## src/rtl/store_pkg.sv

```systemverilog
// Shared definitions for the store path: addressing-mode codes, FSM states
// and the default zero-page high byte.
package store_pkg;

  localparam int unsigned ADDR_W_DEF = 16;
  localparam int unsigned DATA_W_DEF = 8;
  localparam logic [7:0]  ZP_PAGE_DEF = 8'h00;

  // Addressing-mode encodings carried on the mode input
  localparam logic [2:0] MODE_ZP   = 3'd0;
  localparam logic [2:0] MODE_ZPX  = 3'd1;
  localparam logic [2:0] MODE_ABS  = 3'd2;
  localparam logic [2:0] MODE_ABSX = 3'd3;
  localparam logic [2:0] MODE_IZX  = 3'd4;
  localparam logic [2:0] MODE_IZY  = 3'd5;

  typedef enum logic [2:0] {
    ST_IDLE,
    ST_PTR_LO,
    ST_PTR_HI,
    ST_CALC,
    ST_WRITE,
    ST_DONE,
    ST_ERR
  } state_e;

  // Modes that must fetch a zero-page pointer before the write
  function automatic logic mode_is_indirect(input logic [2:0] m);
    return (m == MODE_IZX) || (m == MODE_IZY);
  endfunction

endpackage

```

## src/rtl/ea_calc.sv

```systemverilog
// Combinational effective-address adder shared by the load and store paths.
// Ports:
//   mode           addressing mode (store_pkg MODE_*)
//   op_lo, op_hi   operand bytes
//   index          X or Y value
//   ptr_lo, ptr_hi pointer bytes fetched from the zero page (indirect modes)
//   ea             resolved effective address
//   ptr            zero-page address of the pointer low byte
module ea_calc
  import store_pkg::*;
#(
  parameter int unsigned ADDR_W  = ADDR_W_DEF,
  parameter int unsigned DATA_W  = DATA_W_DEF,
  parameter logic [7:0]  ZP_PAGE = ZP_PAGE_DEF
) (
  input  logic [2:0]        mode,
  input  logic [7:0]        op_lo,
  input  logic [7:0]        op_hi,
  input  logic [DATA_W-1:0] index,
  input  logic [7:0]        ptr_lo,
  input  logic [7:0]        ptr_hi,
  output logic [ADDR_W-1:0] ea,
  output logic [7:0]        ptr
);

  logic [7:0]  idx8;
  logic [7:0]  zp_sum;
  logic [15:0] abs_base;
  logic [15:0] ind_base;
  logic [15:0] ea16;

  assign idx8 = 8'(index);

  // Zero-page sums wrap inside the page; absolute sums carry into the high byte
  always_comb begin
    zp_sum   = op_lo + idx8;
    abs_base = {op_hi, op_lo};
    ind_base = {ptr_hi, ptr_lo};
    ptr      = (mode == MODE_IZX) ? zp_sum : op_lo;
    ea16     = 16'h0000;
    case (mode)
      MODE_ZP:   ea16 = {ZP_PAGE, op_lo};
      MODE_ZPX:  ea16 = {ZP_PAGE, zp_sum};
      MODE_ABS:  ea16 = abs_base;
      MODE_ABSX: ea16 = abs_base + 16'(idx8);
      MODE_IZX:  ea16 = ind_base;
      MODE_IZY:  ea16 = ind_base + 16'(idx8);
      default:   ea16 = 16'h0000;
    endcase
    ea = ADDR_W'(ea16);
  end

endmodule

```

## src/rtl/store_unit.sv

```systemverilog
// Executes STA/STX/STY: resolves the effective address for the addressing
// mode, fetches zero-page pointer bytes for indirect modes, then issues one
// memory write.
// Ports:
//   FSM_Signal  clock (rising edge)
//   reset_ST    synchronous active-high reset
//   start       begin a store (sampled only when idle)
//   mode        addressing mode, 6/7 illegal
//   src_data    register value to store
//   index       X or Y
//   op_lo/op_hi operand bytes
//   mem_rdata   read data, valid the cycle after mem_re
//   mem_addr, mem_wdata, mem_we, mem_re   registered memory bus
//   busy        high whenever not idle
//   done        one-cycle pulse after the write
//   err         one-cycle pulse on an illegal mode
module store_unit
  import store_pkg::*;
#(
  parameter int unsigned ADDR_W  = ADDR_W_DEF,
  parameter int unsigned DATA_W  = DATA_W_DEF,
  parameter logic [7:0]  ZP_PAGE = ZP_PAGE_DEF
) (
  input  logic              FSM_Signal,
  input  logic              reset_ST,
  input  logic              start,
  input  logic [2:0]        mode,
  input  logic [DATA_W-1:0] src_data,
  input  logic [DATA_W-1:0] index,
  input  logic [7:0]        op_lo,
  input  logic [7:0]        op_hi,
  input  logic [DATA_W-1:0] mem_rdata,
  output logic [ADDR_W-1:0] mem_addr,
  output logic [DATA_W-1:0] mem_wdata,
  output logic              mem_we,
  output logic              mem_re,
  output logic              busy,
  output logic              done,
  output logic              err
);

  state_e state, next_state;

  logic [2:0]        mode_q;
  logic [DATA_W-1:0] src_q;
  logic [DATA_W-1:0] index_q;
  logic [7:0]        op_lo_q;
  logic [7:0]        op_hi_q;
  logic [7:0]        ptr_lo_q;
  logic [7:0]        ptr_hi_q;

  logic              in_idle;
  logic [2:0]        sel_mode;
  logic [DATA_W-1:0] sel_src;
  logic [DATA_W-1:0] sel_index;
  logic [7:0]        sel_op_lo;
  logic [7:0]        sel_op_hi;
  logic [7:0]        ptr_hi_in;

  logic [ADDR_W-1:0] ea;
  logic [7:0]        ptr;
  logic [7:0]        ptr_inc;

  logic              latch;
  logic [ADDR_W-1:0] addr_nxt;
  logic [DATA_W-1:0] wdata_nxt;
  logic              we_nxt;
  logic              re_nxt;
  logic              done_nxt;
  logic              err_nxt;

  // Outputs are registered, so the first bus cycle is computed from the live
  // inputs while idle; afterwards the latched copies drive the adder.
  assign in_idle   = (state == ST_IDLE);
  assign sel_mode  = in_idle ? mode     : mode_q;
  assign sel_src   = in_idle ? src_data : src_q;
  assign sel_index = in_idle ? index    : index_q;
  assign sel_op_lo = in_idle ? op_lo    : op_lo_q;
  assign sel_op_hi = in_idle ? op_hi    : op_hi_q;

  // In CALC the pointer high byte is still on the bus; use it directly so
  // the write address is ready at the CALC->WRITE edge.
  assign ptr_hi_in = (state == ST_CALC) ? 8'(mem_rdata) : ptr_hi_q;

  // Pointer high byte stays inside the zero page (FF wraps to 00)
  assign ptr_inc = ptr + 8'd1;

  ea_calc #(
    .ADDR_W (ADDR_W),
    .DATA_W (DATA_W),
    .ZP_PAGE(ZP_PAGE)
  ) u_ea_calc (
    .mode  (sel_mode),
    .op_lo (sel_op_lo),
    .op_hi (sel_op_hi),
    .index (sel_index),
    .ptr_lo(ptr_lo_q),
    .ptr_hi(ptr_hi_in),
    .ea    (ea),
    .ptr   (ptr)
  );

  // Next-state and next-output decode
  always_comb begin
    next_state = state;
    latch      = 1'b0;
    addr_nxt   = mem_addr;
    wdata_nxt  = mem_wdata;
    we_nxt     = 1'b0;
    re_nxt     = 1'b0;
    done_nxt   = 1'b0;
    err_nxt    = 1'b0;
    case (state)
      ST_IDLE: begin
        if (start) begin
          latch = 1'b1;
          if (sel_mode > MODE_IZY) begin
            next_state = ST_ERR;
            err_nxt    = 1'b1;
          end else if (mode_is_indirect(sel_mode)) begin
            next_state = ST_PTR_LO;
            re_nxt     = 1'b1;
            addr_nxt   = ADDR_W'({ZP_PAGE, ptr});
          end else begin
            next_state = ST_WRITE;
            we_nxt     = 1'b1;
            addr_nxt   = ea;
            wdata_nxt  = sel_src;
          end
        end
      end
      ST_PTR_LO: begin
        next_state = ST_PTR_HI;
        re_nxt     = 1'b1;
        addr_nxt   = ADDR_W'({ZP_PAGE, ptr_inc});
      end
      ST_PTR_HI: next_state = ST_CALC;
      ST_CALC: begin
        next_state = ST_WRITE;
        we_nxt     = 1'b1;
        addr_nxt   = ea;
        wdata_nxt  = sel_src;
      end
      ST_WRITE: begin
        next_state = ST_DONE;
        done_nxt   = 1'b1;
      end
      ST_DONE:  next_state = ST_IDLE;
      ST_ERR:   next_state = ST_IDLE;
      default:  next_state = ST_IDLE;
    endcase
  end

  // State, operand latches and registered bus outputs
  always_ff @(posedge FSM_Signal) begin
    if (reset_ST) begin
      state     <= ST_IDLE;
      mode_q    <= 3'd0;
      src_q     <= '0;
      index_q   <= '0;
      op_lo_q   <= 8'h00;
      op_hi_q   <= 8'h00;
      ptr_lo_q  <= 8'h00;
      ptr_hi_q  <= 8'h00;
      mem_addr  <= '0;
      mem_wdata <= '0;
      mem_we    <= 1'b0;
      mem_re    <= 1'b0;
      busy      <= 1'b0;
      done      <= 1'b0;
      err       <= 1'b0;
    end else begin
      state     <= next_state;
      mem_addr  <= addr_nxt;
      mem_wdata <= wdata_nxt;
      mem_we    <= we_nxt;
      mem_re    <= re_nxt;
      busy      <= (next_state != ST_IDLE);
      done      <= done_nxt;
      err       <= err_nxt;
      if (latch) begin
        mode_q  <= mode;
        src_q   <= src_data;
        index_q <= index;
        op_lo_q <= op_lo;
        op_hi_q <= op_hi;
      end
      if (state == ST_PTR_HI) ptr_lo_q <= 8'(mem_rdata);
      if (state == ST_CALC)   ptr_hi_q <= 8'(mem_rdata);
    end
  end

endmodule

```

## config.mk

```make
export PLATFORM = sky130hd
export DESIGN_NAME = store_unit
export DESIGN_NICKNAME = d
export VERILOG_FILES = /design/src/rtl/store_pkg.sv /design/src/rtl/ea_calc.sv /design/src/rtl/store_unit.sv
export SDC_FILE = /design/constraint.sdc
export NUM_CORES = 1
export LEC_CHECK = 0
export BUFFER_PORTS_ARGS = -buffer_cell sky130_fd_sc_hd__buf_2
export CAP_MARGIN = 20
export CORE_ASPECT_RATIO = 2
export CORE_MARGIN = 10
export CORE_UTILIZATION = 60
export CTS_CLUSTER_DIAMETER = 60
export DETAILED_ROUTE_END_ITERATION = 16
export GPL_ROUTABILITY_DRIVEN = 0
export PLACE_DENSITY = 0.83
export SYNTH_ARGS = -nofsm -noshare
export SYNTH_HDL_FRONTEND = slang
export SYNTH_SLANG_ARGS = --single-unit
```

## constraint.sdc

```tcl
create_clock -name FSM_Signal -period 10.2 [get_ports FSM_Signal]
set_input_delay 1.53 -clock FSM_Signal [delete_from_list [all_inputs] [get_ports FSM_Signal]]
set_output_delay 1.53 -clock FSM_Signal [all_outputs]
set_load 0.01 [all_outputs]
```

== Word level (Yosys, flattened, before mapping) ==
Index checks and enable logic that the tools add are counted.
Storage, ports and cells
  bits in writable memories: 0
  ROM bits: 0
  memories: 0
  latch bits: 0
  bits in registers: 83
  logic and storage cells: 75
  input port bits: 46
Operators by class
  bitwise logic cells: 2
  shift-type cells: 0
  $mul: 0
  mux-type cells: 32
  div/mod/pow operators: 0
  order comparisons: 1
  reductions and logical operators: 9
  eq/ne operators: 12
  $add $sub $neg: 4
Operator list (count)
  $pmux 16 s6: 1
  $mux 8: 9
  $mux 16: 3
  $pmux 16 s3: 1
  $add 16x8->16: 2
  $pmux 8 s2: 1
  $pmux 3 s5: 1
  $eq 3x2->1 const B: 4
  $mux 3: 4
  $mux 1: 10
  $eq 3x3->1 const B: 3
  $add 8x1->8 const B: 1
  $add 8x8->8: 1
  $eq 3x1->1 const B: 2
  $logic_not 3->1: 2
  $ne 2x2->1 const B: 3
  $reduce_bool 3->1: 2
  $pmux 1 s2: 2
  $reduce_and 4->1: 1
  $gt 3x3->1 const B: 1
  $reduce_and 3->1: 1
  $reduce_or 3->1: 1
  $not 1->1: 2
  $reduce_bool 2->1: 1
  $logic_or 1x1->1: 1

== Longest topological paths before layout ==
Gate-level depths: netlist of run 1.
  depth after elaboration: 9
  gate-level depth with buffers: 18
  gate-level depth less buffers: 14

== Cells and area by module ==
A second synthesis of run 1 with hierarchy kept.
Unflattened totals
  cell total of the unflattened synthesis: 617
  area, all modules: 5178.7 sq um
By module, submodules not included
  store_unit: cells an instance 401, times used 1, area an instance 3628.5 sq um, seq. area each 1661.6 sq um
  ea_calc: cells an instance 216, times used 1, area an instance 1550.2 sq um, seq. area each 0.0 sq um

== Least setup slack after synthesis of run 1 ==
No wires, ideal clock.
  path kind: input port to flip-flop
  from: input mode[1]
  to: register mem_addr[10]
  required time: 10.064 ns
  stages on the path: 17
  arrival time: 4.833 ns
  path buffers: 4
  path slack: 5.231 ns
  cells stage by stage: clkbuf_1 -> and3b_1 -> mux2_4 -> buf_6 -> clkbuf_1 -> clkbuf_1 -> o21ai_0 -> ha_1 -> inv_1 -> fa_1 -> nand3b_1 -> a21oi_1 -> o221ai_1 -> nor3_1 -> xnor2_1 -> a221oi_1 -> o31ai_1
Between the ends
  word-level cells in the longest chain between the ends: 7
RTL lines
  from (decl): line store_unit.sv:27  | input logic [2:0] mode,
  $mux 3 *: line store_unit.sv:75  | assign sel_mode = in_idle ? mode : mode_q;
  $eq 3x3->1 (tied with other cells): line store_pkg.sv:29, ea_calc.sv:41
  $pmux 16 s6 / $logic_or 1x1->1 (equally long branches): line ea_calc.sv:41, store_pkg.sv:29
  $mux 16: line store_unit.sv:120  | end else if (mode_is_indirect(sel_mode)) begin
  $mux 16: line store_unit.sv:117  | if (sel_mode > MODE_IZY) begin
  $mux 16: line store_unit.sv:115  | if (start) begin
  $pmux 16 s3: line store_unit.sv:113  | case (state)
  to (signal assigned): line store_unit.sv:174  | mem_addr <= addr_nxt;
  to (decl): line store_unit.sv:33  | output logic [ADDR_W-1:0] mem_addr,
Mark *: on every way between the ends. The rest lies on a longest branch, timed or not. The select of a mux whose other input is x is not followed.
A chain may end at the register's enable or synchronous reset.

== Worst setup path after layout of run 1 ==
Ends and elaborated chain as after synthesis.

==> results by stage, run 1 <==
Critical path:
- For the worst flop-to-flop path, the logic depth is 13.
- The maximum fanout along the worst path is 29.
- Data on the critical path is required at its endpoint by 10.41 ns.
- The element type at the critical path start is a primary input.
- The worst setup path is captured at a flop.
- The worst-case register-to-register setup slack is 5.79 ns.
- The endpoint identified for the worst register-to-register timing path is mem_addr[10].
- The launch instance of the worst register-to-register path is state[0].
- The worst setup path is of the primary input to flop kind.
- The arrival time at the worst endpoint is 4.99 ns.

Global routing:
- The number of antenna violations at the first check in global routing was 0.
- Entering global routing, the biggest net connects 76 pins.
- The global-route usage over all layers is 24.4%.
- The total overflow reported by the global router is 0.
- The via count of the first global-routing pass came to 5,242.
- The first global-routing pass estimated 26,500 um of wire.

Power:
- The static leakage is 2.52 nW.
- The power density normalized to cell area is 204 nW/um^2.
- Power comes to 1.22 mW.
- The largest voltage drop on the vdd net is 138 uV.

Worst hold path:
- The class of the worst hold path is flop to flop.
- The worst hold path terminates at mem_addr[5].
- The number of cells on the worst hold path is 2.
- The start point of the worst min-delay path is mem_addr[5].

CTS:
- The TritonCTS clock tree is built.
- The number of setup buffers added after CTS is 0.
- The maximum level of the CTS H-tree is 3.
- The clock network latency to the later pin of the worst-skew pair is 0.35 ns.
- Once the clock tree was built, the resizer swapped 0 gates to a different size.
- The cell at the root of the clock tree is clkbuf_16.
- In this run the deepest clock path goes through 2 buffers.
- The number of buffers added to fix hold violations after cts is 0.
- The number of buffers added by the clock tree synthesis step is 9.
- The post-CTS clock slew at the launch and capture registers of the worst setup and hold paths is 0.06 ns.
- The TritonCTS sink count is 83.

Timing:
- The share of the cycle needed by the critical path after routing is 46.9%.
- The final-report hold violation count is 0.
- Setup repair after global routing left no endpoint under its margin.
- The pin slew with the least headroom to its limit is 0.950 ns.
- The clock period minus final worst setup slack is 4.78 ns.
- Setup total negative slack on the finished layout was measured at 0 ns.
- For the final database, setup skew stands at 0.00763 ns.
- Setup slack closes at 5.42 ns.
- The final-report max-slew violation count is 0.
- Setup violations remaining at the end of the flow were counted as 0.
- Based on the critical path, the design can be clocked at up to 0.209 GHz.
- The normalized max-slew margin is 36.5%.

Logic synthesis:
- In this run the biggest area consumer among cell types represents 31.1% of the synthesized area.
- The most instantiated flip-flop cell in the synthesis netlist is dfxtp_1.
- The count of mapped cells out of synthesis is 678.
- The synthesized design contains 0 enable-type register cells.
- The synthesized design contains 83 register bits.
- The number of warnings printed during yosys synthesis is 0.
- After synthesis, the cell types taking the most area are dfxtp_1 31%, nand2_1 10%, mux2i_1 7.3%.
- Synthesis produced a netlist with a net count of 744.
- The synthesized area is 5350 um^2.
- For this run, the register share of the synthesized area comes to 31.1%.
- The synthesized design spends more area on one cell type than any other, namely dfxtp_1.
- The count of distinct cell types in the synthesized netlist is 71.
- After synthesis, the share of flip-flops with an asynchronous set or reset is 0%.
- The mean post-synth cell area is 7.89 um^2.

Floorplan:
- The core area is 8650 um^2.
- Row generation in the floorplan step produced 48 rows.
- The die boundary width is 86.8 um.
- The initial cell density of the core is 61.9%.
- The die is 154 um tall.
- 75 I/O pins were placed.
- The die footprint is 13,300 um^2.

Cells and area:
- The number of fill cells in the layout is 735.
- The number of antenna diodes in the final layout is 0.
- Compared with the post-synthesis result, the final layout area differs by 12.0%.
- The area of the multi-input gates is 3470 um^2.
- The sequential cells in the finished layout cover a total of 1660 um^2.
- The net count of the finished layout is 795.
- The share of post-route cells with drive strength above 1 is 16.8%.

Detailed routing:
- The mean routed wirelength per cell is 19.4 um.
- Detailed routing inserted a total of 5,411 vias.
- The mean number of vias per cell is 6.49.
- After detailed routing, the number of remaining DRC violations is 0.
- The routed design has 16,200 um of wire.
- Once detail routing completed, the nets flagged for antenna violations numbered 0.
- The first TritonRoute pass finished after 6 iterations.
- The count of routing violations after the opening detailed-route iteration is 586.

Place:
- Detailed placement ended at an HPWL of 12,200 um.
- The worst setup slack after placement is 5.25 ns.
- Buffers placed on the I/O ports in this run total 74.

Outcome:
- The flow ran to the end, and the final reports show no timing, DRC or antenna violations.

Run:
- The number of max-capacitance violations reported is 0.
## flip-flops by register name (all words and copies together), names as in the netlist
| register | cells |
|---|---|
| mem_addr | 16 |
| done | 1 |
| mem_re | 1 |
| state | 3 |
| ptr_lo_q | 8 |
| src_q | 8 |
| mem_wdata | 8 |
| mode_q | 3 |
| busy | 1 |
| op_hi_q | 8 |
| err | 1 |
| mem_we | 1 |
| op_lo_q | 8 |
| index_q | 8 |
| ptr_hi_q | 8 |
## layout make-up
cell class | instances | share of cell area, %
inverter | 15 | 0.940
multi-input combinational | 543 | 57.8
tap | 100 | 2.09
timing repair buffer | 77 | 6.56
clock buffer | 12 | 4.28
clock inverter | 4 | 0.564
sequential | 83 | 27.7
## power breakdown
part / total, mW / switching (mW) / internal (mW)
Clock: 0.317 / 0.137 / 0.180
Combinational: 0.523 / 0.323 / 0.199
Sequential: 0.384 / 0.0264 / 0.358
Total: 1.22 / 0.487 / 0.737
## worst max-delay path by stage
stage                               to  cells after the start  startpoint
after global placement    mem_addr[10]                     14     mode[1]
after global routing      mem_addr[10]                     14     mode[1]
after CTS                 mem_addr[10]                     14     mode[1]
after detailed placement  mem_addr[10]                     14     mode[1]
final                     mem_addr[10]                     14     mode[1]
after floorplan           mem_addr[10]                     17     mode[1]
## per-layer routing
metal,vias up,share of wire [%],global-route usage [%]
li1,2540,-,-
met1,2469,35,26.4
met5,-,0,0
met2,311,50,40.6
met3,91,7.6,5.98
met4,0,7.0,15.7
## metrics by stage
step | hold slack, ns | instance area (um^2) | instances | util, %
floorplan | 0.436 | 5350 | 678 | -
global placement | 0.435 | 5700 | 818 | 65.9
detailed placement | 0.436 | 5700 | 818 | 65.9
CTS | 0.444 | 5990 | 834 | 69.3
global route | 0.463 | 5990 | 834 | 69.3
finish | 0.443 | 5990 | 834 | 69.3
## worst max-delay path, cell delays in order
cell and delay (ns):
buf_2 0.18, and3b_1 0.24, mux2_4 0.44, o21ai_0 0.25, ha_1 0.21, inv_1 0.06
fa_1 0.39, nand3b_1 0.24, a21oi_1 0.26, o221ai_1 0.38, nor3_1 0.29, xnor2_1 0.10
a221oi_1 0.31, o31ai_1 0.10
## cell families (layout without fill, tap and decap cells)
| group | count (synthesis) | count (layout) | synth area share, % |
|---|---|---|---|
| buffers and inverters | 52 | 108 | 4.28 |
| adder cells (fa/ha/maj) | 20 | 20 | 4.96 |
| AND/OR/NAND/NOR | 282 | 282 | 24.3 |
| AO/OA/AOI/OAI | 168 | 168 | 21.3 |
| flip-flops | 83 | 83 | 31.1 |
| XOR/XNOR | 21 | 21 | 3.44 |
| multiplexers | 52 | 52 | 10.7 |
## cells in the final DEF (no fill, tap or decap), drive strengths merged, types with 12 or more instances in the layout
master	instances
a21oi	58
buf	77
clkbuf	12
dfxtp	83
ha	18
inv	16
mux2i	43
nand2	147
nor2	55
nor3	17
o21ai	24
xnor2	14
## cell usage after synthesis (3+ instances only)
cell / number
and4_1: 3
o21ai_1: 4
nor4b_1: 3
ha_1: 18
nand2b_1: 4
nand3b_1: 4
a211oi_1: 8
mux2_2: 7
a21oi_1: 58
buf_2: 9
xnor2_1: 14
mux2i_1: 39
o21ai_0: 19
dfxtp_1: 83
a221oi_1: 5
nor2_1: 54
and2_1: 3
a22oi_1: 7
o21a_1: 3
nor3_2: 3
nand4_1: 3
a311oi_1: 9
a31oi_1: 5
a22o_1: 3
nand3_1: 11
and3_1: 4
nor2b_1: 7
o31ai_1: 3
nor3b_1: 3
o22ai_1: 8
nor3_1: 14
inv_1: 15
clkbuf_1: 23
or3_1: 9
a221o_1: 8
o2111ai_1: 3
xor2_1: 7
o211ai_1: 3
nand2_1: 145
Power figures use the tool's default switching activity.
==> run 2, diff against run 1 <==
--- a/config.mk
+++ b/config.mk
@@ -5,15 +5,16 @@
 export SDC_FILE = /design/constraint.sdc
 export NUM_CORES = 1
 export LEC_CHECK = 0
+export ABC_AREA = 1
 export BUFFER_PORTS_ARGS = -buffer_cell sky130_fd_sc_hd__buf_2
 export CAP_MARGIN = 20
 export CORE_ASPECT_RATIO = 2
 export CORE_MARGIN = 10
-export CORE_UTILIZATION = 60
+export CORE_UTILIZATION = 52
 export CTS_CLUSTER_DIAMETER = 60
 export DETAILED_ROUTE_END_ITERATION = 16
 export GPL_ROUTABILITY_DRIVEN = 0
-export PLACE_DENSITY = 0.83
+export PLACE_DENSITY = 0.77
 export SYNTH_ARGS = -nofsm -noshare
 export SYNTH_HDL_FRONTEND = slang
 export SYNTH_SLANG_ARGS = --single-unit
==> constraint.sdc (replaced) <==
create_clock -name FSM_Signal -period 4.3 [get_ports FSM_Signal]
set_input_delay 0.645 -clock FSM_Signal [delete_from_list [all_inputs] [get_ports FSM_Signal]]
set_output_delay 0.645 -clock FSM_Signal [all_outputs]
set_load 0.01 [all_outputs]
==> run 2 against run 1 <==
Against the previous run: sequential power grew to 2.8 times the previous value; sequential share of layout area is 0.51 points higher; area after synthesis down 3.9%; worst hold slack improved by 0.0094 ns; global-route usage is 2.4 points lower; clock power grew 150%; count of clock-buffer cells in the layout is 3 lower; via count grew 1.4%; largest power group unchanged; highest routed layer unchanged.
==> results by stage, run 2 <==
Outcome:
- The run finished with clean final reports.

Critical path:
- The data required time at the worst endpoint is 4.51 ns (-5.90 ns).
- The delay of the slowest cell on the worst path is 0.46 ns (+0.02 ns).
- Among cell families on the critical path, the largest total delay comes from simple AND/OR/NAND/NOR gates.
- The maximum fanout along the worst path is 21 (-28%).
- The terminus of the critical flop-to-flop path is mem_addr[12].
- The path depth of the worst reg2reg path was 21 (+8).
- STA classifies the critical path endpoint as a flop.
- The worst-case register-to-register setup slack is 0.54 ns (-5.25 ns).
- The startpoint identified for the worst register-to-register timing path is state[1].
- The critical path goes through nor2_4 > nand2_4 > nand2_2 > nand2_4 > nand3_2 > o21ai_0 > ha_1 > inv_1 > fa_1 > inv_1 > nand3_1 > nand2_1 > nand2_1 > o211ai_1 > nand4_1 > nor2_1 > nand2_1 > nand3_1 > nand2_1 > nand2_1 > a21oi_1.
- STA classifies the critical path startpoint as a flop.
- The critical path starts at state[1].
- The arrival time at the worst endpoint is 3.97 ns (-1.02 ns).
- The critical path in this run is classified as flop to flop.
- Among the stages of the critical path, the cell type that occurs most often is nand2_1.
- The slowest stage of the critical path is the dfxtp_1 cell.
- The number of cells on the critical path is 21 (+7).
- The count of buffer and inverter cells on the critical path is 2 (unchanged).

Power:
- The fraction of power spent switching nets is 53.4% (+14 points).
- The sequential share of power is 19.4% (-12 points).
- The power density normalized to cell area is 939 nW/um^2 (+360%).
- The static leakage is 2.73 nW (+8.3%).
- The proportion of power drawn by combinational gates came to 66.4% (+24 points).
- The internal power summed over all cells was 2.57 mW (+250%).
- The largest voltage drop on the vdd net was 586 uV (+330%).
- The switching power is 2.95 mW (+510%).
- The clock power share is 14.2% (-12 points).

Timing:
- The maximum achievable frequency is 0.266 GHz.
- The final-report hold violation count is 0 (unchanged).
- The pin slew with the least headroom to its limit is 0.861 ns (-0.0893 ns).
- The normalized max-slew margin is 42.0% (+5.5 points).
- The final-report max-slew violation count is 0 (unchanged).
- The largest clock skew in the final design is 0.00636 ns (-0.00127 ns).
- The total negative slack for setup checks is 0 ns (unchanged).
- Setup repair after global routing left no endpoint under its margin.
- The clock period minus final worst setup slack is 3.76 ns.
- In the finished design, the share of the clock period the worst path needs comes to 87.5%.
- The setup-violating endpoint count in the final report is 0 (unchanged).

CTS:
- The TritonCTS sink count is 83 (unchanged).
- The post-cts sizing count is 0 (unchanged).
- The tree is rooted in a clkbuf_16.
- The post-CTS clock slew at the launch and capture registers of the worst setup and hold paths came to 0.07 ns (about the same).
- The largest buffer count on any clock path is 2 (unchanged).
- The clock network latency to the later pin of the worst-skew pair was 0.34 ns (about the same).
- TritonCTS built the clock tree.
- The number of setup buffers added after CTS is 0 (unchanged).
- The number of buffers added to fix hold violations after cts is 0 (unchanged).
- The number of buffers added by the clock tree synthesis step is 9 (unchanged).
- The maximum level of the CTS H-tree is 3 (unchanged).

Floorplan:
- The initial cell density of the core is 53.0% (-8.9 points).
- The core area was 9700 um^2 (+12%).
- The number of cell rows came to 51 (+6.3%).
- The height of the die is 161 um (+4.6%).
- The number of primary I/O pins is 75 (unchanged).
- The die boundary width came to 90.3 um (+4.1%).
- The die footprint is 14,500 um^2 (+8.9%).

Cells and area:
- The post-route non-filler standard cell count was 964 (+16%).
- The share of post-route cells with drive strength above 1 was 16.9% (+0.19 points).
- The number of fill cells in the layout came to 970 (+32%).
- Leaving out fill and tap cells, the most frequent cell in the layout is nand2_1.
- The number of diodes added for antenna fixing came to 0 (unchanged).
- The post-route core utilization was 60.7% (-8.6 points).
- The area of the multi-input gates is 3000 um^2 (-13%).
- From synthesis to final layout, the design area changed by 14.5%.
- The flip-flop count of the largest register, all copies and words added is 16 (unchanged).
- The register ranked first by flip-flop count is mem_addr.
- The total area of sequential cells is 1660 um^2 (unchanged).
- The top cell types in the final layout, fill and taps aside, are 200 x nand2_1, 86 x o21ai_0, 83 x dfxtp_1, 80 x inv_1, 74 x buf_2.
- The number of nets in the final layout was 893 (+12%).

Worst hold path:
- In this run the most critical hold path is launched from op_hi_q[4].
- The min-delay analysis places its worst path in the category flop to flop.
- The hold path endpoint is op_hi_q[4].
- The number of cells on the worst hold path is 2 (unchanged).

Global routing:
- The total overflow reported by the global router is 0 (unchanged).
- The pin count of the biggest net entering global routing is 35 (-54%).
- The global-route usage over all layers came to 22.0% (-2.4 points).
- The number of antenna violations at the first check in global routing is 0 (unchanged).
- The via count of the first global-routing pass came to 5,438 (+3.7%).
- The wire length of the first global-routing pass is 26,300 um (-0.78%).

Logic synthesis:
- Yosys attributes the largest share of cell area to dfxtp_1 32%, nand2_1 15%, o21ai_0 8.4%.
- The count of distinct cell types in the synthesized netlist is 49 (-31%).
- The xor-xnor portion of the synthesized cell area came to 1.87% (-1.6 points).
- The mean post-synth cell area came to 6.73 um^2 (-15%).
- The share of the synthesized area in the top cell type is 32.3% (+1.3 points).
- The share of synthesized registers carrying an async set or reset was 0% (unchanged).
- The proportion of synthesized area in mux cells came to 0.389% (-10 points).
- The largest area contributor in the synthesized netlist is dfxtp_1.
- The number of nets in the synthesized netlist came to 830 (+12%).
- The most instantiated flip-flop cell in the synthesis netlist is dfxtp_1.
- The commonest cells after synthesis are 200 x nand2_1, 86 x o21ai_0, 83 x dfxtp_1.
- The most repeated cell in the gate-level netlist after synthesis is nand2_1.
- The number of warnings printed during yosys synthesis is 0 (unchanged).
- The number of synthesized register bits was 83 (unchanged).
- The fraction of the yosys area taken by sequential cells is 32.3% (+1.3 points).
- The fraction of the mapped netlist area in adder cells came to 5.16% (+0.20 points).
- The post-synthesis share of cell area spent on and, or, nand and nor gates was 28.8% (+4.5 points).
- The synthesized area is 5140 um^2 (-3.9%).
- The count of flip-flops with a built-in enable after synthesis is 0 (unchanged).
- The post-synthesis compound-gate area fraction is 22.2% (+0.92 points).
- The count of mapped cells out of synthesis is 764 (+13%).
- The combinational family with the most area after synthesis is simple AND/OR/NAND/NOR gates.

Detailed routing:
- The count of unresolved DRC violations after routing is 0 (unchanged).
- The count of routing violations after the opening detailed-route iteration is 413 (-30%).
- The number of detailed-route iterations in the first pass is 5 (-1).
- The remaining number of nets flagged by the antenna check after routing is 0 (unchanged).
- The mean routed wirelength per cell is 16.7 um (-14%).
- The count of vias placed by the detailed router is 5,485 (+1.4%).
- The overall routed net length is 16,100 um (-0.30%).
- The mean number of vias per cell is 5.69 (-12%).

Place:
- The number of port buffers is 74 (unchanged).
- The detailed placement HPWL is 12,400 um (+2.2%).
- The cell count after placement was 948 (+16%).

Run:
- The number of max-capacitance violations reported is 0 (unchanged).
## run 2: worst max path at each step
stage | end | slack (ns)
after floorplan | mem_addr[12] | 1.11
after global placement | mem_addr[12] | 0.80
after detailed placement | mem_addr[12] | 0.63
after CTS | mem_addr[12] | 0.72
after global routing | mem_addr[12] | 0.29
final | mem_addr[12] | 0.54
## run 2: worst reg2reg max path, cell delays in order, from the launching register on
cell and delay (ns):
dfxtp_1 0.46, nor2_4 0.10, nand2_4 0.21, nand2_2 0.11, nand2_4 0.15, nand3_2 0.34
o21ai_0 0.35, ha_1 0.22, inv_1 0.06, fa_1 0.35, inv_1 0.09, nand3_1 0.07
nand2_1 0.12, nand2_1 0.06, o211ai_1 0.18, nand4_1 0.22, nor2_1 0.20, nand2_1 0.08
nand3_1 0.09, nand2_1 0.06, nand2_1 0.06, a21oi_1 0.06
## run 2: layer usage
layer	part of all wire [%]	GRT usage, %	wire (um)
met1	36	21.6	5810
met3	6.7	6.30	1080
met2	52	39.1	8330
met5	0	0	0
met4	5.7	14.8	914
## run 2: layout make-up
cell class	instances	area share (%)
inverter	88	5.61
clock inverter	7	1.28
multi-input combinational	564	51.1
tap	132	2.81
timing repair buffer	81	7.19
sequential	83	28.2
clock buffer	9	3.83
## run 2: logic make-up after synthesis
group / Yosys count
and+or+nand+nor: 325
AOI/OAI and AO/OA: 206
buffers and inverters: 117
DFF: 83
adders and majority gates: 20
xor gates and xnor gates: 11
muxes: 2
## run 2: per-stage QoR
| step | hold WS, ns | total power, mW | setup slack [ns] | cell area, um^2 |
|---|---|---|---|---|
| 6_report | 0.452 | 5.52 | 0.539 | 5880 |
| 5_1_grt | 0.469 | 5.99 | 0.289 | 5880 |
| 4_1_cts | 0.452 | 5.43 | 0.721 | 5880 |
| 3_5_place_dp | 0.443 | 4.63 | 0.628 | 5580 |
| 3_3_place_gp | 0.434 | 4.51 | 0.796 | 5580 |
| 2_1_floorplan | 0.425 | 3.77 | 1.11 | 5140 |
## run 2: power groups by stage
stage                     combinational (mW)  clock [mW]  sequential, mW
final                                   3.67       0.783            1.07
after global routing                    4.07       0.828            1.09
after CTS                               3.57       0.790            1.07
after detailed placement                3.55           0            1.08
after global placement                  3.43           0            1.08
after floorplan                         2.67           0            1.11
==> run 3, diff against run 2 <==
--- a/config.mk
+++ b/config.mk
@@ -9,12 +9,12 @@
 export BUFFER_PORTS_ARGS = -buffer_cell sky130_fd_sc_hd__buf_2
 export CAP_MARGIN = 20
 export CORE_ASPECT_RATIO = 2
-export CORE_MARGIN = 10
 export CORE_UTILIZATION = 52
 export CTS_CLUSTER_DIAMETER = 60
 export DETAILED_ROUTE_END_ITERATION = 16
 export GPL_ROUTABILITY_DRIVEN = 0
 export PLACE_DENSITY = 0.77
+export SKIP_LAST_GASP = 1
 export SYNTH_ARGS = -nofsm -noshare
 export SYNTH_HDL_FRONTEND = slang
 export SYNTH_SLANG_ARGS = --single-unit
==> run 3 against run 2 <==
Against the previous run: cell area barely moved; critical path type unchanged; largest power group unchanged; sequential power barely moved; highest routed layer unchanged; final cell count did not move; via count fell by 1.1%; die area fell by 29%; critical path depth did not move.
==> results by stage, run 3 (synthesis gave the netlist of run 2 again) <==
Global routing:
- The pin count of the biggest net entering global routing is 37 (+5.7%).
- The global-route usage over all layers was 31.1% (+9.1 points).
- The number of antenna violations at the first check in global routing came to 0 (unchanged).
- The via count of the first global-routing pass came to 5,249 (-3.5%).
- The wire length of the first global-routing pass is 24,600 um (-6.6%).
- The total overflow reported by the global router was 0 (unchanged).

Detailed routing:
- The count of routing violations after the opening detailed-route iteration is 335 (-19%).
- The overall routed net length was 15,400 um (-4.7%).
- The count of unresolved DRC violations after routing is 0 (unchanged).
- The mean routed wirelength per cell came to 15.9 um (-4.7%).
- The number of detailed-route iterations in the first pass is 5 (unchanged).
- The remaining number of nets flagged by the antenna check after routing is 0 (unchanged).
- The mean number of vias per cell is 5.63 (-1.1%).
- The count of vias placed by the detailed router is 5,423 (-1.1%).

Floorplan:
- The die boundary width is 72.3 um (-20%).
- The core area is 9700 um^2 (unchanged).
- The die footprint is 10,300 um^2 (-29%).
- The height of the die is 143 um (-11%).
- The number of primary I/O pins came to 75 (unchanged).
- The number of cell rows is 51 (unchanged).
- The initial cell density of the core is 53.0% (unchanged).

CTS:
- The post-cts sizing count is 0 (unchanged).
- The maximum level of the CTS H-tree is 3 (unchanged).
- The largest buffer count on any clock path is 2 (unchanged).
- TritonCTS built the clock tree.
- The number of buffers added to fix hold violations after cts is 0 (unchanged).
- The number of buffers added by the clock tree synthesis step is 9 (unchanged).
- The post-CTS clock slew at the launch and capture registers of the worst setup and hold paths was 0.06 ns (about the same).
- In this run the clock root is driven by a clkbuf_16.
- The clock network latency to the later pin of the worst-skew pair came to 0.34 ns (about the same).
- The TritonCTS sink count is 83 (unchanged).
- The number of setup buffers added after CTS was 0 (unchanged).

Critical path:
- In this run the worst setup path terminates at mem_addr[14].
- The element type at the critical path start is a flop.
- The cell family with the largest share of critical-path delay is simple AND/OR/NAND/NOR gates.
- The arrival time at the worst endpoint is 3.87 ns (-0.10 ns).
- The kind of critical path is flop to flop.
- The path depth of the worst reg2reg path was 21 (unchanged).
- The slowest stage cell on the critical path is dfxtp_1.
- The maximum fanout along the worst path is 21 (unchanged).
- The terminus of the critical flop-to-flop path is mem_addr[14].
- The data required time at the worst endpoint is 4.52 ns (about the same).
- In this run the critical register-to-register path is launched from state[1].
- The number of cells on the critical path was 21 (unchanged).
- The critical path starts at state[1].
- The delay of the slowest cell on the worst path was 0.48 ns (+0.02 ns).
- By instance count, the cell type seen most on the critical path is nand2_1.
- The count of buffer and inverter cells on the critical path was 2 (unchanged).
- The type of destination of the critical path is a flop.
- Walking the worst path, the cells encountered are nor2_4 > nand2_4 > nand2_2 > nand2_4 > nand3_2 > o21ai_0 > ha_1 > inv_1 > fa_1 > inv_1 > nand3_1 > nand2_1 > nand2_1 > o211ai_1 > nand4_1 > nor2_1 > nand2_1 > nand3_1 > nand2_1 > nand2_1 > a21oi_1.
- The worst-case register-to-register setup slack is 0.65 ns (+0.11 ns).

Power:
- The largest voltage drop on the vdd net was 518 uV (-12%).
- The power density normalized to cell area came to 931 nW/um^2 (-0.80%).
- The static leakage is 2.74 nW (+0.52%).
- The post-route total power is 5.48 mW (-0.72%).

Timing:
- The final-layout worst hold slack came to 0.447 ns (-0.00501 ns).
- The pin slew with the least headroom to its limit came to 1.07 ns (+0.207 ns).
- Setup repair after global routing left no endpoint under its margin.
- The largest clock skew in the final design came to 0.00432 ns (-0.00204 ns).
- The maximum achievable frequency was 0.274 GHz (+3.1%).
- The normalized max-slew margin is 28.7% (-13 points).
- The final-report max-slew violation count is 0 (unchanged).
- The final-report hold violation count is 0 (unchanged).
- The total negative slack for setup checks is 0 ns (unchanged).
- The share of the cycle needed by the critical path after routing was 84.9% (-2.6 points).
- The worst-case setup margin in the final layout is 0.651 ns (+0.112 ns).
- The setup-violating endpoint count in the final report is 0 (unchanged).
- The clock period minus final worst setup slack is 3.65 ns (-0.112 ns).

Place:
- The worst setup slack after placement is 0.648 ns (+0.0199 ns).
- The number of port buffers is 74 (unchanged).
- The cell count after placement was 948 (unchanged).
- The post-placement cell area was 5580 um^2 (unchanged).
- The detailed placement HPWL is 11,700 um (-5.9%).

Cells and area:
- The area of the multi-input gates is 3000 um^2 (unchanged).
- The register ranked first by flip-flop count is mem_addr.
- The share of post-route cells with drive strength above 1 came to 16.8% (-0.12 points).
- The number of fill cells in the layout was 943 (-2.8%).
- The library cell used most frequently in the layout, excluding fill and tap cells, is nand2_1.
- The number of diodes added for antenna fixing is 0 (unchanged).
- In the layout the commonest cells are 200 x nand2_1, 86 x o21ai_0, 83 x dfxtp_1, 80 x inv_1, 74 x buf_2.
- The post-route non-filler standard cell count is 964 (unchanged).
- The number of nets in the final layout is 893 (unchanged).
- The post-route standard cell area excluding fillers was 5890 um^2 (about the same).
- The total area of sequential cells is 1660 um^2 (unchanged).
- The flip-flop count of the largest register, all copies and words added is 16 (unchanged).
- The area added between synthesis and finish is 14.6% (about the same).
- The post-route core utilization is 60.7% (about the same).

Worst hold path:
- The tightest min-delay check is of the flop to flop type.

Outcome:
- The run finished with clean final reports.

Run:
- The number of max-capacitance violations reported is 0 (unchanged).
## run 3: where the power goes
part,internal [mW],total [mW],switching (mW)
clock network,0.481,0.791,0.310
registers,0.977,1.07,0.0956
logic,1.14,3.62,2.48
## run 3: worst min-delay path by stage
stage | cells past startpoint | slack [ns] | from | endpoint
after floorplan | 2 | 0.42 | index_q[0] | index_q[0]
after global placement | 2 | 0.43 | index_q[5] | index_q[5]
after detailed placement | 2 | 0.44 | index_q[2] | index_q[2]
after CTS | 2 | 0.45 | index_q[2] | index_q[2]
after global routing | 2 | 0.47 | index_q[2] | index_q[2]
final | 2 | 0.45 | index_q[2] | index_q[2]
## run 3: worst reg2reg max path, stage by stage, from the launching register on
cell,delay (ns)
dfxtp_1,0.48
nor2_4,0.10
nand2_4,0.20
nand2_2,0.10
nand2_4,0.14
nand3_2,0.35
o21ai_0,0.30
ha_1,0.20
inv_1,0.05
fa_1,0.35
inv_1,0.09
nand3_1,0.07
nand2_1,0.11
nand2_1,0.06
o211ai_1,0.17
nand4_1,0.22
nor2_1,0.21
nand2_1,0.09
nand3_1,0.09
nand2_1,0.05
nand2_1,0.05
a21oi_1,0.05
## run 3: routing by layer
metal,wire length [um],track usage (%),vias up
met5,0,0,-
met2,7930,55.7,236
met1,5560,30.6,2449
met3,810,5.95,86
met4,1080,23.3,0
li1,-,-,2652
## run 3: final cells by class
class	count	share of cell area, %
Timing Repair Buffer	81	7.18
Clock inverter	4	0.829
Sequential cell	83	28.2
Multi-Input combinational cell	564	51.0
Inverter	88	5.61
Tap cell	132	2.80
Clock buffer	12	4.36
